## config.mk

```make
export PLATFORM = sky130hd
export DESIGN_NAME = drive_slot_arbiter_flat
export DESIGN_NICKNAME = d
export VERILOG_FILES = /design/src/rtl/drive_slot_pkg.sv /design/src/rtl/drive_slot_if.sv /design/src/rtl/drive_slot_timer.sv /design/src/rtl/drive_slot_arbiter.sv /design/src/flat_wrapper.sv
export SDC_FILE = /design/constraint.sdc
export NUM_CORES = 2
export LEC_CHECK = 0
export CAP_MARGIN = 20
export CORE_MARGIN = 4
export CORE_UTILIZATION = 47
export DETAILED_ROUTE_END_ITERATION = 16
export PLACE_DENSITY = 0.64
export SLEW_MARGIN = 20
export SYNTH_ARGS = -nofsm -noshare
export SYNTH_HDL_FRONTEND = slang
export SYNTH_SLANG_ARGS = --single-unit
```

## constraint.sdc

```tcl
create_clock -name clock -period 19.9 [get_ports clock]
set_input_delay 1.99 -clock clock [delete_from_list [all_inputs] [get_ports clock]]
set_output_delay 1.99 -clock clock [all_outputs]
set_load 0.005 [all_outputs]
```

## src/rtl/drive_slot_pkg.sv

```systemverilog
// drive_slot_pkg: shared channel state type, default widths and round-robin helper.
package drive_slot_pkg;
    typedef enum logic [1:0] {CH_IDLE, CH_ON, CH_DEAD} ch_state_t;
    localparam int DEF_NUM_CH  = 16;
    localparam int DEF_PULSE_W = 16;
    localparam int DEF_DEAD_W  = 8;
    function automatic int rr_next(input int p, input int n);
        return (p + 1 >= n) ? 0 : p + 1;
    endfunction
endpackage

```

## src/rtl/drive_slot_if.sv

```systemverilog
// drive_slot_if: request/config/drive bundle between sequencers and the slot arbiter.
// Stats signals exist only when DRIVE_SLOT_STATS_EN is defined.
interface drive_slot_if
    import drive_slot_pkg::*;
#(
    parameter int NUM_CH  = DEF_NUM_CH,
    parameter int PULSE_W = DEF_PULSE_W,
    parameter int DEAD_W  = DEF_DEAD_W
);
    localparam int CNT_W = $clog2(NUM_CH + 1);
    logic               enable;
    logic [NUM_CH-1:0]  fire_req;
    logic [NUM_CH-1:0]  fire_dir;
    logic [PULSE_W-1:0] pulse_len;
    logic [DEAD_W-1:0]  dead_len;
    logic [CNT_W-1:0]   cfg_max_active;
    logic [NUM_CH-1:0]  drive_en;
    logic [NUM_CH-1:0]  drive_dir;
    logic [CNT_W-1:0]   active_count;
    logic               busy;
    logic               cycle_done;
`ifdef DRIVE_SLOT_STATS_EN
    logic [15:0]        grant_total;
    logic [NUM_CH-1:0]  starved;
`endif
    modport master (
        output enable, fire_req, fire_dir, pulse_len, dead_len, cfg_max_active,
`ifdef DRIVE_SLOT_STATS_EN
        input  grant_total, starved,
`endif
        input  drive_en, drive_dir, active_count, busy, cycle_done
    );
    modport slave (
        input  enable, fire_req, fire_dir, pulse_len, dead_len, cfg_max_active,
`ifdef DRIVE_SLOT_STATS_EN
        output grant_total, starved,
`endif
        output drive_en, drive_dir, active_count, busy, cycle_done
    );
endinterface

```

## src/rtl/drive_slot_timer.sv

```systemverilog
// drive_slot_timer: per-channel IDLE -> ON -> DEAD -> IDLE sequencer with values latched at grant.
module drive_slot_timer
    import drive_slot_pkg::*;
#(
    parameter int PULSE_W = DEF_PULSE_W,
    parameter int DEAD_W  = DEF_DEAD_W
) (
    input  logic               clock,
    input  logic               reset,
    input  logic               grant_i,
    input  logic               dir_i,
    input  logic [PULSE_W-1:0] pulse_len_i,
    input  logic [DEAD_W-1:0]  dead_len_i,
    output ch_state_t          state_o,
    output logic               drive_en_o,
    output logic               drive_dir_o,
    output logic               last_o
);
    localparam int CW = PULSE_W > DEAD_W ? PULSE_W : DEAD_W;
    ch_state_t         state_q, state_d;
    logic [CW-1:0]     cnt_q, cnt_d;
    logic [DEAD_W-1:0] dead_q, dead_d;
    logic              dir_q, dir_d;
    always_ff @(posedge clock) begin
        if (reset) begin
            state_q <= CH_IDLE;
            cnt_q   <= '0;
            dead_q  <= '0;
            dir_q   <= 1'b0;
        end else begin
            state_q <= state_d;
            cnt_q   <= cnt_d;
            dead_q  <= dead_d;
            dir_q   <= dir_d;
        end
    end
    // cnt_q holds remaining cycles minus one, so zero marks the last cycle of a phase
    always_comb begin
        state_d = state_q;
        cnt_d   = cnt_q;
        dead_d  = dead_q;
        dir_d   = dir_q;
        case (state_q)
            CH_IDLE: if (grant_i) begin
                state_d = CH_ON;
                cnt_d   = pulse_len_i == '0 ? '0 : CW'(pulse_len_i - 1'b1);
                dead_d  = dead_len_i;
                dir_d   = dir_i;
            end
            CH_ON: if (cnt_q == '0) begin
                state_d = dead_q == '0 ? CH_IDLE : CH_DEAD;
                cnt_d   = dead_q == '0 ? '0 : CW'(dead_q - 1'b1);
            end else cnt_d = cnt_q - 1'b1;
            CH_DEAD: if (cnt_q == '0) state_d = CH_IDLE;
                     else cnt_d = cnt_q - 1'b1;
            default: state_d = CH_IDLE;
        endcase
    end
    assign state_o     = state_q;
    assign drive_en_o  = state_q == CH_ON;
    assign drive_dir_o = dir_q;
    assign last_o      = state_q == CH_ON && cnt_q == '0;
endmodule

```

## src/rtl/drive_slot_arbiter.sv

```systemverilog
// drive_slot_arbiter: round-robin grants of a bounded number of concurrent drive pulses.
// DRIVE_SLOT_STATS_EN adds grant_total and starved statistics.
module drive_slot_arbiter
    import drive_slot_pkg::*;
#(
    parameter int NUM_CH  = DEF_NUM_CH,
    parameter int PULSE_W = DEF_PULSE_W,
    parameter int DEAD_W  = DEF_DEAD_W
) (
    input logic        clock,
    input logic        reset,
    drive_slot_if.slave bus
);
    localparam int CNT_W = $clog2(NUM_CH + 1);
    localparam int PTR_W = $clog2(NUM_CH);
    ch_state_t          state [NUM_CH];
    logic [NUM_CH-1:0]  idle, live, on_last, grant, drive_en, drive_dir;
    logic [PTR_W-1:0]   rr_ptr_q, rr_ptr_d, gnt_idx, p;
    logic [CNT_W-1:0]   act_q, act_d;
    logic               gnt_v, can_grant, busy, busy_q;
    for (genvar i = 0; i < NUM_CH; i++) begin : g_ch
        drive_slot_timer #(.PULSE_W(PULSE_W), .DEAD_W(DEAD_W)) u_timer (
            .clock       (clock),
            .reset       (reset),
            .grant_i     (grant[i]),
            .dir_i       (bus.fire_dir[i]),
            .pulse_len_i (bus.pulse_len),
            .dead_len_i  (bus.dead_len),
            .state_o     (state[i]),
            .drive_en_o  (drive_en[i]),
            .drive_dir_o (drive_dir[i]),
            .last_o      (on_last[i])
        );
        assign idle[i] = state[i] == CH_IDLE;
        assign live[i] = state[i] != CH_IDLE;
    end
    // act_q counts channels in ON; a channel leaving ON frees its slot only after this edge
    always_comb begin
        can_grant = bus.enable && act_q < bus.cfg_max_active;
        gnt_v     = 1'b0;
        gnt_idx   = '0;
        p         = rr_ptr_q;
        for (int k = 0; k < NUM_CH; k++) begin
            if (can_grant && !gnt_v && bus.fire_req[p] && idle[p]) begin
                gnt_v   = 1'b1;
                gnt_idx = p;
            end
            p = PTR_W'(rr_next(int'(p), NUM_CH));
        end
        grant    = gnt_v ? NUM_CH'(1) << gnt_idx : '0;
        rr_ptr_d = gnt_v ? PTR_W'(rr_next(int'(gnt_idx), NUM_CH)) : rr_ptr_q;
        act_d    = act_q + CNT_W'(gnt_v);
        for (int k = 0; k < NUM_CH; k++) act_d = act_d - CNT_W'(on_last[k]);
    end
    always_ff @(posedge clock) begin
        if (reset) begin
            rr_ptr_q <= '0;
            act_q    <= '0;
            busy_q   <= 1'b0;
        end else begin
            rr_ptr_q <= rr_ptr_d;
            act_q    <= act_d;
            busy_q   <= busy;
        end
    end
    assign busy             = |live;
    assign bus.drive_en     = drive_en;
    assign bus.drive_dir    = drive_dir;
    assign bus.active_count = act_q;
    assign bus.busy         = busy;
    assign bus.cycle_done   = busy_q && !busy && bus.fire_req == '0;
`ifdef DRIVE_SLOT_STATS_EN
    logic [15:0]       total_q;
    logic [NUM_CH-1:0] starved_q;
    logic [CNT_W:0]    wait_q [NUM_CH];
    // wait_q counts grants given to others while this channel sits idle and requesting
    always_ff @(posedge clock) begin
        if (reset) begin
            total_q   <= '0;
            starved_q <= '0;
            for (int k = 0; k < NUM_CH; k++) wait_q[k] <= '0;
        end else begin
            if (gnt_v && total_q != '1) total_q <= total_q + 1'b1;
            for (int k = 0; k < NUM_CH; k++) begin
                if (!bus.fire_req[k] || !idle[k] || grant[k]) wait_q[k] <= '0;
                else if (gnt_v && wait_q[k] <= (CNT_W+1)'(NUM_CH)) wait_q[k] <= wait_q[k] + 1'b1;
                if (wait_q[k] > (CNT_W+1)'(NUM_CH)) starved_q[k] <= 1'b1;
            end
        end
    end
    assign bus.grant_total = total_q;
    assign bus.starved     = starved_q;
`endif
endmodule
```

## src/flat_wrapper.sv

```systemverilog
// flat-port wrapper written by rule: the top's interface ports become plain ports
module drive_slot_arbiter_flat import drive_slot_pkg::*;
#(
    parameter int NUM_CH  = DEF_NUM_CH,
    parameter int PULSE_W = DEF_PULSE_W,
    parameter int DEAD_W  = DEF_DEAD_W
)
  (clock, reset, bus_enable, bus_fire_req, bus_fire_dir, bus_pulse_len, bus_dead_len, bus_cfg_max_active, bus_drive_en, bus_drive_dir, bus_active_count, bus_busy, bus_cycle_done);
  drive_slot_if #(.NUM_CH(NUM_CH), .PULSE_W(PULSE_W), .DEAD_W(DEAD_W)) bus_i ();
  input logic clock;
  input logic reset;
  input wire logic [$bits(bus_i.enable)-1:0] bus_enable;
  input wire logic [$bits(bus_i.fire_req)-1:0] bus_fire_req;
  input wire logic [$bits(bus_i.fire_dir)-1:0] bus_fire_dir;
  input wire logic [$bits(bus_i.pulse_len)-1:0] bus_pulse_len;
  input wire logic [$bits(bus_i.dead_len)-1:0] bus_dead_len;
  input wire logic [$bits(bus_i.cfg_max_active)-1:0] bus_cfg_max_active;
  output wire logic [$bits(bus_i.drive_en)-1:0] bus_drive_en;
  output wire logic [$bits(bus_i.drive_dir)-1:0] bus_drive_dir;
  output wire logic [$bits(bus_i.active_count)-1:0] bus_active_count;
  output wire logic [$bits(bus_i.busy)-1:0] bus_busy;
  output wire logic [$bits(bus_i.cycle_done)-1:0] bus_cycle_done;
  assign bus_i.enable = bus_enable;
  assign bus_i.fire_req = bus_fire_req;
  assign bus_i.fire_dir = bus_fire_dir;
  assign bus_i.pulse_len = bus_pulse_len;
  assign bus_i.dead_len = bus_dead_len;
  assign bus_i.cfg_max_active = bus_cfg_max_active;
  assign bus_drive_en = bus_i.drive_en;
  assign bus_drive_dir = bus_i.drive_dir;
  assign bus_active_count = bus_i.active_count;
  assign bus_busy = bus_i.busy;
  assign bus_cycle_done = bus_i.cycle_done;
  drive_slot_arbiter #(.NUM_CH(NUM_CH), .PULSE_W(PULSE_W), .DEAD_W(DEAD_W)) u_core (.clock(clock), .reset(reset), .bus(bus_i));
endmodule
```

==> run metrics <==
RR Startpoint=u_core.rr_ptr_q[0]$_SDFFE_PP0N_; top-count cell post-synth=nor2_1; setup violators final=0; Mapped Nets=4309; total CTS buffers=53; drt first pass iters=5; Worst Path Arrival=between 9 and 10 ns; max-cap violations=0; Reg2Reg Depth=29; Cell Pwr Density=between 150 and 200 nW/µm²; DR vias=around 30000; register area share after synthesis=about 28%; Slew HR=23.7%; worst hold slack=about 0.47 ns; fmax=approximately 120 MHz; CTS tree=done; status=complete, no violations; initial antenna violation count=4; clock sink count=442; initial core utilization=47.7%; CTS Root Cell=clkbuf_16; Area contributors post-synth=dfxtp_1 (28%), mux2i_1 (7.2%), nor2_1 (6.8%), ha_1 (5.8%), o21ai_0 (4.1%); Worst-path clk slew=around 0.060 ns; critical path endpoint=u_core.bus.active_count[4]$_SDFF_PP0_; pre-CTS WS=11.11 ns; vias in the first global route=27600; GRT Util Overall=between 20% and 30%; clk_skew=roughly 0.020 ns; Hold-fix buffers, CTS=0; Least-Margin Pin Slew=between 1 and 1.5 ns; min Tclk post-route=about 8.7 ns; total routed wirelength=~100000 µm; die area=between 70000 and 80000 µm²; DR vias/cell=6.10; CP required=~20 ns; final hold vios=0; critical path's top delay family=adder cells; met2 wire len=45800 µm; I/O pin cnt=103; worst vdd ir=approximately 130 µV; Yosys reg bits=442; post-DP HPWL=between 60000 and 70000 µm; row cnt=94; Die Wd=~270 µm; DR WL met3=approximately 7400 µm; cells after synthesis=4085; wire per inst=between 20 and 25 µm; Non-Filler Instances=slightly below 5000; Commonest cells post-synth=nor2_1 (573), dfxtp_1 (442), nand2_1 (327); initial drt markers=2901; synth unique cells=between 100 and 150; Post-synth EDFFs=0; Cell Count Post-Placement=approximately 4800; CP most frequent cell=inv_1; crit share post-route=43.7%; # DRC=0; fillers=6451; WP depth=29; Nets=4242; Post-Route M1 WL=between 40000 and 50000 µm; worst-skew pair later-pin latency=0.62 ns; share of cells above drive strength 1=roughly 6.3%; share of the synthesized area in the top cell type=between 20 and 30%; Main synth FF type=dfxtp_1; LEAKAGE=between 10 and 15 nW; Final TNS setup=0 ns; largest net degree at the start of global routing=about 200; RSZ-0062 raised after global routing=false; Max Slew Vio Count=0; I/O Buffers=slightly above 100; worst path bufs/invs=6; Area Growth Syn to Fin=9.92%; Critical Path Source=u_core.rr_ptr_q[0]$_SDFFE_PP0N_; Post-CTS Resized=0; total grt overflow=0; Setup crit end kind=flip-flop; antenna-violating nets left=0; setup ws final=11.21 ns; Worst R2R Setup Slack=11.21 ns; Hold WC Path Type=flip-flop to flip-flop; Post-synth ARST share=0%; mapped cell area=approximately 32000 µm²; Mean Syn Cell Area=7.74 µm²; H-tree depth=2; Reg-to-Reg End=u_core.bus.active_count[4]$_SDFF_PP0_; Setup CP Type=flip-flop to flip-flop; Post-CTS Setup Inserts=0; CP Max Fanout=17; final RePlAce weighted congestion=about 0.95; slowest CP cell=a21o_1; Core Area=~66000 µm²; Die Height=roughly 270 µm; max layer used=met4; Largest stage delay, worst path=around 0.79 ns; CP Launch Type=flip-flop; yosys warns=0; Max clock buf depth=3; global-route wire length before repair=between 150000 and 200000 µm; Synth area leader=dfxtp_1
metal layers:
layer / up-vias / global-route usage [%]
li1: 14500 / -
met1: 14300 / 39.1
met2: 1043 / 44.0
met3: 184 / 4.35
met4: 0 / 9.15
met5: - / 0
registers in the layout (all words and copies together), names as in the netlist:
signal,flops
u_core.g_ch.u_timer.dead_q,128
u_core.g_ch.u_timer.cnt_q,256
u_core.g_ch.u_timer.drive_dir_o,16
u_core.busy_q,1
u_core.bus.active_count,5
u_core.g_ch.u_timer.state_o,32
u_core.rr_ptr_q,4
worst min-delay path by stage:
stage               slack, ns                                        endpoint                                            from  cells past startpoint
floorplan                0.44  u_core.g_ch[15].u_timer.cnt_q[10]$_SDFFE_PP0P_  u_core.g_ch[15].u_timer.cnt_q[10]$_SDFFE_PP0P_                      2
global placement         0.46  u_core.g_ch[15].u_timer.cnt_q[10]$_SDFFE_PP0P_  u_core.g_ch[15].u_timer.cnt_q[10]$_SDFFE_PP0P_                      2
detailed placement       0.47    u_core.g_ch[7].u_timer.cnt_q[1]$_SDFFE_PP0P_    u_core.g_ch[7].u_timer.cnt_q[1]$_SDFFE_PP0P_                      2
CTS                      0.48    u_core.g_ch[7].u_timer.cnt_q[1]$_SDFFE_PP0P_    u_core.g_ch[7].u_timer.cnt_q[1]$_SDFFE_PP0P_                      2
global route             0.50   u_core.g_ch[12].u_timer.cnt_q[6]$_SDFFE_PP0P_   u_core.g_ch[12].u_timer.cnt_q[6]$_SDFFE_PP0P_                      2
finish                   0.47    u_core.g_ch[6].u_timer.cnt_q[3]$_SDFFE_PP0P_    u_core.g_ch[6].u_timer.cnt_q[3]$_SDFFE_PP0P_                      2
cells in the final DEF, fill, tap and decap left out, drive strengths merged, types with 13 or more instances in the layout:
master and count:
nor2 573, dfxtp 442, nand2 328, o21ai 269, a21oi 237, mux2i 229
inv 189, nor3 175, xnor2 146, ha 146, o22ai 138, clkdlybuf4s50 101
nand3 80, clkbuf 79, nor4 65, nand2b 64, xor2 60, or3 56
buf 51, o32ai 40, a211oi 37, nor2b 35, or4 35, o31ai 34
o221ai 33, o211ai 29, and2 28, a31oi 25, a21o 20, mux4 20
or2 20, nand4 18, o21a 14, a311oi 14, a32o 14, fa 14
nand3b 13
report_power, final:
| group | internal (W) | switching (W) |
|---|---|---|
| Sequential | 0.00110 | 0.000220 |
| Clock | 0.000592 | 0.000411 |
| Combinational | 0.00172 | 0.00268 |
| Total | 0.00341 | 0.00331 |
metrics by stage:
stage	power [W]	instance area (µm²)	utilization, %
floorplan	0.00465	31600	-
global placement	0.00563	32900	49.7
detailed placement	0.00564	33000	49.8
CTS	0.00668	34700	52.4
global route	0.00726	34700	52.5
finish	0.00673	34700	52.5
cells by family (layout without fill, tap and decap cells):
kind of cell	after synthesis	in the layout	synth area share (%)
AOI/OAI and AO/OA	1029	1029	21.6
xor gates and xnor gates	209	209	5.92
adders and majority gates	160	160	6.67
buffers and inverters	460	435	6.26
DFF	442	442	28.0
muxes	259	259	9.04
other	0	3	0
and+or+nand+nor	1526	1526	22.6
worst reg2reg max path, delay by kind of cell, from the launching register on:
family	cells	cell delay, ns
XOR/XNOR	3	0.47
buffers and inverters	6	0.42
AND/OR/NAND/NOR	6	1.40
multiplexers	2	0.97
AO/OA/AOI/OAI	4	1.60
adder cells (fa/ha/maj)	8	2.93
flip-flops	1	0.76
cell type report:
| cell class | instances | area (µm²) | share of cell area (%) |
|---|---|---|---|
| Clock buffer | 79 | 1560 | 4.48 |
| Tap cell | 864 | 1080 | 3.11 |
| Inverter | 186 | 701 | 2.02 |
| Clock inverter | 18 | 214 | 0.616 |
| Antenna cell | 3 | 7.51 | 0.0216 |
| Multi-Input combinational cell | 3183 | 20900 | 60.2 |
| Timing Repair Buffer | 152 | 1430 | 4.11 |
| Sequential cell | 442 | 8850 | 25.5 |
Note: power is estimated with default switching activity, not from simulation.
